<file path="config.mk">
export PLATFORM = sky130hd
export DESIGN_NAME = bomb_fuse_controller_flat
export DESIGN_NICKNAME = d
export VERILOG_FILES = /design/src/rtl/bomb_fuse_if.sv /design/src/rtl/bomb_fuse_controller.sv /design/src/flat_wrapper.sv
export SDC_FILE = /design/constraint.sdc
export NUM_CORES = 1
export LEC_CHECK = 0
export CAP_MARGIN = 5
export CELL_PAD_IN_SITES_DETAIL_PLACEMENT = 1
export CELL_PAD_IN_SITES_GLOBAL_PLACEMENT = 1
export CORE_MARGIN = 4
export CORE_UTILIZATION = 30
export CTS_CLUSTER_SIZE = 10
export DETAILED_ROUTE_END_ITERATION = 10
export HOLD_SLACK_MARGIN = 0.06
export PLACE_DENSITY = 0.7
export SETUP_SLACK_MARGIN = 0.1
export SYNTH_ARGS = -nofsm -noshare
export SYNTH_HDL_FRONTEND = slang
export SYNTH_SLANG_ARGS = --single-unit
</file>
<file path="constraint.sdc">
create_clock -name clk -period 3.8 [get_ports clk]
set_input_delay 0.76 -clock clk [delete_from_list [all_inputs] [get_ports clk]]
set_output_delay 0.76 -clock clk [all_outputs]
set_load 0.05 [all_outputs]
</file>
<file path="src/rtl/bomb_fuse_if.sv">
// bomb_fuse_if: player-side button/position inputs and bomb status outputs of one bomb stage.
interface bomb_fuse_if;
    logic       place;
    logic       stunned;
    logic [5:0] playerPosX;
    logic [5:0] playerPosY;
    logic [5:0] bombPosX;
    logic [5:0] bombPosY;
    logic       bombActive;
    logic       bombExploded;
    logic [3:0] fuseRemaining;
    logic       ready;
    modport master (
        output place, stunned, playerPosX, playerPosY,
        input  bombPosX, bombPosY, bombActive, bombExploded, fuseRemaining, ready
    );
    modport slave (
        input  place, stunned, playerPosX, playerPosY,
        output bombPosX, bombPosY, bombActive, bombExploded, fuseRemaining, ready
    );
endinterface

</file>
<file path="src/rtl/bomb_fuse_controller.sv">
// bomb_fuse_controller: places a bomb on a button edge, runs the fuse, pulses the explosion, then locks out for a cooldown.
module bomb_fuse_controller #(
    parameter int N                = 50000000,
    parameter int FUSE_SECONDS     = 3,
    parameter int COOLDOWN_SECONDS = 2
) (
    input logic        clk,
    input logic        reset,
    bomb_fuse_if.slave bus
);
    localparam int TW = (N > 1) ? $clog2(N) : 1;
    localparam logic [TW-1:0] TICK_MAX = TW'(N - 1);
    localparam logic [3:0] FUSE = 4'(FUSE_SECONDS);
    localparam logic [3:0] COOL = 4'(COOLDOWN_SECONDS);

    typedef enum logic [1:0] {IDLE, ARMED, EXPLODE, COOLDOWN} state_t;

    state_t        state;
    logic [TW-1:0] tick_cnt;
    logic [3:0]    sec_cnt;
    logic          place_q;
    logic          place_edge;

    assign place_edge = bus.place & ~place_q;
    assign bus.ready  = (state == IDLE);

    always_ff @(posedge clk) begin
        if (reset) begin
            state             <= IDLE;
            tick_cnt          <= '0;
            sec_cnt           <= '0;
            place_q           <= 1'b1;
            bus.bombPosX      <= '0;
            bus.bombPosY      <= '0;
            bus.bombActive    <= 1'b0;
            bus.bombExploded  <= 1'b0;
            bus.fuseRemaining <= '0;
        end else begin
            place_q <= bus.place;
            case (state)
                IDLE: if (place_edge && !bus.stunned) begin
                    bus.bombPosX      <= bus.playerPosX;
                    bus.bombPosY      <= bus.playerPosY;
                    bus.bombActive    <= 1'b1;
                    bus.fuseRemaining <= FUSE;
                    sec_cnt           <= FUSE;
                    tick_cnt          <= TICK_MAX;
                    state             <= ARMED;
                end
                ARMED: if (tick_cnt != '0) begin
                    tick_cnt <= tick_cnt - 1'b1;
                end else if (sec_cnt == 4'd1) begin
                    bus.bombExploded  <= 1'b1;
                    bus.fuseRemaining <= '0;
                    state             <= EXPLODE;
                end else begin
                    sec_cnt           <= sec_cnt - 4'd1;
                    bus.fuseRemaining <= sec_cnt - 4'd1;
                    tick_cnt          <= TICK_MAX;
                end
                EXPLODE: begin
                    bus.bombExploded <= 1'b0;
                    bus.bombActive   <= 1'b0;
                    sec_cnt          <= COOL;
                    tick_cnt         <= TICK_MAX;
                    state            <= (COOL == 4'd0) ? IDLE : COOLDOWN;
                end
                COOLDOWN: if (tick_cnt != '0) begin
                    tick_cnt <= tick_cnt - 1'b1;
                end else if (sec_cnt == 4'd1) begin
                    state <= IDLE;
                end else begin
                    sec_cnt  <= sec_cnt - 4'd1;
                    tick_cnt <= TICK_MAX;
                end
                default: state <= IDLE;
            endcase
        end
    end
endmodule
</file>
<file path="src/flat_wrapper.sv">
// flat-port wrapper written by rule: the top's interface ports become plain ports
module bomb_fuse_controller_flat 
#(
    parameter int N                = 50000000,
    parameter int FUSE_SECONDS     = 3,
    parameter int COOLDOWN_SECONDS = 2
)
  (clk, reset, bus_place, bus_stunned, bus_playerPosX, bus_playerPosY, bus_bombPosX, bus_bombPosY, bus_bombActive, bus_bombExploded, bus_fuseRemaining, bus_ready);
  bomb_fuse_if bus_i ();
  input logic clk;
  input logic reset;
  input wire logic [$bits(bus_i.place)-1:0] bus_place;
  input wire logic [$bits(bus_i.stunned)-1:0] bus_stunned;
  input wire logic [$bits(bus_i.playerPosX)-1:0] bus_playerPosX;
  input wire logic [$bits(bus_i.playerPosY)-1:0] bus_playerPosY;
  output wire logic [$bits(bus_i.bombPosX)-1:0] bus_bombPosX;
  output wire logic [$bits(bus_i.bombPosY)-1:0] bus_bombPosY;
  output wire logic [$bits(bus_i.bombActive)-1:0] bus_bombActive;
  output wire logic [$bits(bus_i.bombExploded)-1:0] bus_bombExploded;
  output wire logic [$bits(bus_i.fuseRemaining)-1:0] bus_fuseRemaining;
  output wire logic [$bits(bus_i.ready)-1:0] bus_ready;
  assign bus_i.place = bus_place;
  assign bus_i.stunned = bus_stunned;
  assign bus_i.playerPosX = bus_playerPosX;
  assign bus_i.playerPosY = bus_playerPosY;
  assign bus_bombPosX = bus_i.bombPosX;
  assign bus_bombPosY = bus_i.bombPosY;
  assign bus_bombActive = bus_i.bombActive;
  assign bus_bombExploded = bus_i.bombExploded;
  assign bus_fuseRemaining = bus_i.fuseRemaining;
  assign bus_ready = bus_i.ready;
  bomb_fuse_controller #(.N(N), .FUSE_SECONDS(FUSE_SECONDS), .COOLDOWN_SECONDS(COOLDOWN_SECONDS)) u_core (.clk(clk), .reset(reset), .bus(bus_i));
endmodule
</file>
### Word-level counts from Yosys, hierarchy flattened

Cells that the tools add are included.

* register bits: 51
* input bits: 16
* output and inout bits: 19
* logic and storage cells: 62

* add/subtract/negate cells: 2
* equality and inequality tests: 12
* mux-type cells: 22
* bitwise operators: 2
* reduce and logical (&&, ||, !) cells: 15

Operators by type and width (count)
* two-way mux 26 bit: 3
* one-hot mux 26 bit (3 select lines): 1
* nonzero test 26 bit: 1
* subtractor 26 x 1 -> 26 bit, second input constant: 1
* two-way mux 4 bit: 5
* one-hot mux 4 bit (3 select lines): 1
* two-way mux 2 bit: 5
* AND reduction 3 bit: 3
* inequality test 2 bit, second input constant: 4
* one-hot mux 2 bit (4 select lines): 1
* one-hot mux 4 bit (2 select lines): 1
* inequality test 2 x 1 -> 1 bit, second input constant: 3
* AND reduction 2 bit: 3
* nonzero test 2 bit: 3
* AND reduction 5 bit: 1
* equality test 2 bit, second input constant: 2
* equality test 4 x 1 -> 1 bit, second input constant: 1
* one-hot mux 1 bit (2 select lines): 2
* subtractor 4 x 1 -> 4 bit, second input constant: 1
* two-way mux 1 bit: 3
* inequality test 3 x 2 -> 1 bit, second input constant: 1
* equality test 2 x 1 -> 1 bit, second input constant: 1
* zero test 2 bit: 1
* OR reduction 2 bit: 1
* other kinds (4): 4

### Longest topological paths before layout

* word-level depth: 5
* mapped depth: 9

### Least setup slack after synthesis

No wires, ideal clock.

* path kind: reg-to-reg
* start: register u_core.tick_cnt[0]
* end: register u_core.tick_cnt[2]
* library setup time: 115 ps
* arrival time: 2437 ps
* data required time: 3685 ps
* path slack: 1249 ps
* cell stages (with the launch flop): 9
* buffers on the path: 1
* clock period less this slack: 2551 ps
* cell sequence: dfxtp_1 > inv_1 > ha_1 > or4b_1 > or4_1 > buf_2 > o41a_1 > o21a_1 > o21a_1

* cells in the longest elaborated chain, start to end: 3
* elaborated cells between the ends (all ways): 6
* those cells by class: add/sub: 1; eq/ne: 1; mux: 2; reduce/logical: 2

RTL lines
* start: declaration: RTL line bomb_fuse_controller.sv:19 `logic [TW-1:0] tick_cnt;`
* start signal: assignment: RTL line bomb_fuse_controller.sv:51 `tick_cnt <= tick_cnt - 1'b1;`
* start signal: assignment: RTL line bomb_fuse_controller.sv:69 `tick_cnt <= tick_cnt - 1'b1;`
* subtractor 26 x 1 -> 26 bit or nonzero test 26 bit (tied branches)
* two-way mux 26 bit or inequality test 3 x 2 -> 1 bit (tied branches)
* one-hot mux 26 bit (3 select lines) or AND reduction 2 bit (tied branches)

Parallel ways exist; a longest one is shown, timed or not.
A chain may end at the register's enable or synchronous reset.

### Worst setup path in the final report

* start: register u_core.tick_cnt[0]
* end: register u_core.sec_cnt[1]

* cells in the longest elaborated chain, start to end: 3

RTL lines
* nonzero test 26 bit: RTL line bomb_fuse_controller.sv:50, bomb_fuse_controller.sv:68
* inequality test 2 bit (no line)
* AND reduction 3 bit (no line)
* end signal: assignment: RTL line bomb_fuse_controller.sv:57 `sec_cnt <= sec_cnt - 4'd1;`
* end signal: assignment: RTL line bomb_fuse_controller.sv:73 `sec_cnt <= sec_cnt - 4'd1;`
* end: declaration: RTL line bomb_fuse_controller.sv:20 `logic [3:0] sec_cnt;`

No other way between the ends.

==> results <==
- The total of flip-flops plus latches after synthesis is 51.
- The worst-case vdd ir drop is 0.371 mV.
- The number of buffers added by the clock tree synthesis step is 5.
- The die is 103 um tall.
- At the worst endpoint, the arrival time is 3.43 ns.
- The sequential-to-total area share from yosys stat is 0.379.
- The worst-case clock buffer depth is 2.
- The type of destination of the critical path is a flop.
- The maximum level of the CTS H-tree is 2.
- In this run the power density over the cells is 875 nW/um2.
- The layout net count is 363.
- Buffers added to address setup during post-CTS repair amount to 0.
- Entering global routing, the biggest net connects 40 pins.
- The number of warnings reported in the yosys synthesis log is 0.
- The floorplan core area is 8720 um2.
- Summing over every cut layer, the via total after detailed routing is 2480.
- The total of buffers placed on input and output ports is 34.
- The number of gates resized after cts is 0.
- Counting distinct cell types in the post-synthesis netlist gives 52.
- Counting flops with a built-in enable in the synthesized netlist gives 0.
- The post-synthesis instance total is 315.
- Headroom to the max-slew limit came out at 0.214.
- Setup repair after global routing left no endpoint under its margin.
- After detailed routing, the average wire length per cell comes to 17.5 um.
- The row count is 34.
- The root buffer cell is clkbuf_8.
- The total half-perimeter wirelength after legalization and detailed placement is 5600 um.
- The worst-case clock skew is 0.0105 ns.
- The worst path buffer plus inverter count is 1.
- The post-layout minimum cycle time is 3.21 ns.
- The highest attainable clock frequency is 311 MHz.
- The placer's final routability congestion estimate is 0.796.
- The clock transition time at the flip-flop clock pins of the worst setup and hold paths is 0.09 ns.
- In the synthesized netlist the async set-or-reset flop fraction comes to 0.
- The die covers 10600 um2.
- The number of endpoints with negative hold slack in the final report is 0.
- The x dimension of the die is 103 um.
- After filler insertion, the fill cell instance count of the layout stands at 999.
- The first global-routing pass estimated 12700 um of wire.
- The sequential cell area is 1020 um2.
- After detailed routing, the number of vias per cell comes to 5.52.
- The total overflow reported by the global router is 0.
- The synthesized netlist occupies a cell area of 2690 um2.
- Setup violations remaining at the end of the flow were counted as 0.
- The number of antenna violations at the first check in global routing is 0.
- The multi-input gate area in the final layout is 1520 um2.
- The flow ran to the end, and the final reports show no timing, DRC or antenna violations.
- For the pin with the worst max-slew slack, the measured transition is 1.17 ns.
- The maximum fanout count along the critical path is 11.
- The sort of element at the start of the critical path is a flop.
- The net count after synthesis is 338.
- The hold buffer count at CTS is 0.
- Across the run, the number of max-cap violations was 0.
- After routing, the total negative slack on setup checks comes to 0 ns.
- The total I/O pin count is 35.
- The top cell family by delay on the critical path is simple AND/OR/NAND/NOR gates.
- In this run the remaining antenna-violating nets after routing total 0.
- The reported leakage power is 0.00105 uW.
- The area added between synthesis and finish is 20.1%.
- The critical path's largest stage delay is 0.69 ns.
- The slowest cell on the critical path is or4_1.
- The pre-antenna-repair detailed-routing pass consisted of 4 iterations.
- TritonCTS built the clock tree.
- The total count of max-transition violations in the final report is 0.
- Traced cell by cell, the critical path runs through inv_1 > ha_1 > or4b_1 > or4_1 > o41ai_4 > nand2_1 > a211oi_1.
- The clock net in this run drives a total of 51 sinks.
- The mean cell area of the mapped netlist is 8.55 um2.
- The fraction of layout cells with a size suffix above 1 is 0.0909.
- The design draws 2830 uW.
- The initial DRC count is 60.
- The effective utilization at floorplan is 0.309.
- The number of antenna diodes is 0.
- The number of global-route vias before repair is 2528.
- In the global route stage, overall resource usage came out at 0.153.
- The ratio of final minimum period to clock period is 0.846.
- The critical path data required time is 4.02 ns.
- The post-route DRC violation count is 0.
- The final layout contains routed wiring with a total length of 7840 um.
- The path class of the tightest hold or removal check is reg2reg.
- The clock latency of the later-clocked register in the worst-skew pair is 0.31 ns.
- The flip-flop cell with the highest count after synthesis is dfxtp_1.
- The kind of critical path is reg2reg.
[synth_stat cells (2+ instances only)]
master / n / area share
a211oi_1: 4 / 0.011
a21oi_1: 35 / 0.065
a31o_2: 4 / 0.013
a31oi_1: 11 / 0.026
a41oi_1: 4 / 0.013
buf_2: 5 / 0.0093
buf_6: 3 / 0.013
clkbuf_1: 13 / 0.018
dfxtp_1: 51 / 0.38
ha_1: 7 / 0.033
inv_1: 12 / 0.017
nand2_1: 36 / 0.050
nand3_1: 4 / 0.0074
nand4_1: 2 / 0.0046
nor2_1: 13 / 0.018
nor3_1: 10 / 0.019
nor3b_1: 2 / 0.0056
nor4_1: 4 / 0.0093
nor4_2: 2 / 0.0093
nor4_4: 2 / 0.016
o21a_1: 4 / 0.011
o21ai_0: 16 / 0.030
o31ai_1: 9 / 0.025
o41ai_1: 4 / 0.013
o41ai_4: 2 / 0.020
or2_2: 2 / 0.0046
or3_1: 11 / 0.026
or4_1: 14 / 0.039
or4b_1: 2 / 0.0074
xnor2_1: 4 / 0.013
xor2_1: 2 / 0.0065
[where the power goes]
part           switching [uW]  leakage, uW  internal, uW
Clock                     189    0.0000644           263
Sequential                166     0.000416           673
Combinational            1010     0.000573           531
Total                    1360      0.00105          1470
[layout by cell type, fill, tap and decap left out, types with 4 or more instances in the layout]
| cell type | Yosys | layout |
|---|---|---|
| a211oi_1 | 4 | 4 |
| a21oi_1 | 35 | 35 |
| a31o_2 | 4 | 4 |
| a31oi_1 | 11 | 11 |
| a41oi_1 | 4 | 4 |
| buf_4 | 0 | 5 |
| clkbuf_8 | 0 | 5 |
| clkdlybuf4s50_1 | 0 | 34 |
| dfxtp_1 | 51 | 51 |
| ha_1 | 7 | 7 |
| inv_1 | 12 | 12 |
| nand2_1 | 36 | 36 |
| nand3_1 | 4 | 4 |
| nor2_1 | 13 | 13 |
| nor3_1 | 10 | 10 |
| nor4_1 | 4 | 4 |
| o21a_1 | 4 | 4 |
| o21ai_0 | 16 | 16 |
| o31ai_1 | 9 | 9 |
| o41ai_1 | 4 | 4 |
| or3_1 | 11 | 11 |
| or4_1 | 14 | 14 |
| xnor2_1 | 4 | 4 |
[registers in the layout, summed over array words and instances (netlist names), 2 cells and up]
| signal | cells |
|---|---|
| u_core.bus.fuseRemaining | 4 |
| u_core.sec_cnt | 4 |
| u_core.bus.bombPosX | 6 |
| u_core.bus.bombPosY | 6 |
| u_core.tick_cnt | 26 |
| u_core.state | 2 |
[cell type report]
class	count	area share
clock buffer	5	0.0213
clock inverter	3	0.0209
inverter	12	0.0139
multi-input combinational	231	0.470
sequential	51	0.316
tap	108	0.0418
timing repair buffer	39	0.117
[worst reg2reg max path: stages, from the launching register on]
cell and delay [ns]:
dfxtp_1 0.35, inv_1 0.07, ha_1 0.25, or4b_1 0.57, or4_1 0.70, o41ai_4 0.45
nand2_1 0.40, a211oi_1 0.35
[logic make-up after synthesis]
family                   share of synthesized area
AO/OA/AOI/OAI                                0.262
adder cells (fa/ha/maj)                     0.0325
XOR/XNOR                                    0.0195
multiplexers                               0.00372
buffers and inverters                       0.0567
flip-flops                                   0.379
AND/OR/NAND/NOR                              0.247
[worst paths after layout]
check	cells after the start	end	start	slack, ns
worst max-delay path	7	u_core.sec_cnt[1]	u_core.tick_cnt[0]	0.59
worst min-delay path	2	u_core.bus.bombPosX[5]	u_core.bus.bombPosX[5]	0.46
worst max register to register	7	u_core.sec_cnt[1]	u_core.tick_cnt[0]	0.59
worst min register to register	2	u_core.bus.bombPosX[5]	u_core.bus.bombPosX[5]	0.46
[stage by stage]
step                      area, um2  worst slack (ns)  std cells  hold slack, ns   util
after floorplan                2690              1.25        315           0.446      -
after global placement         3100             0.428        441           0.442  0.355
after detailed placement       3100             0.326        441           0.450  0.355
after CTS                      3230             0.595        449           0.463  0.371
after global routing           3230             0.449        449           0.484  0.371
final                          3230             0.586        449           0.459  0.371
[metal layers]
layer	part of all wire	vias to the layer above	global-route usage
li1	-	1234	-
met3	0.019	11	0.0196
met1	0.46	1205	0.196
met2	0.50	30	0.261
met4	0.019	0	0.0568
met5	0	-	0
Note: power is estimated with default switching activity, not from simulation.
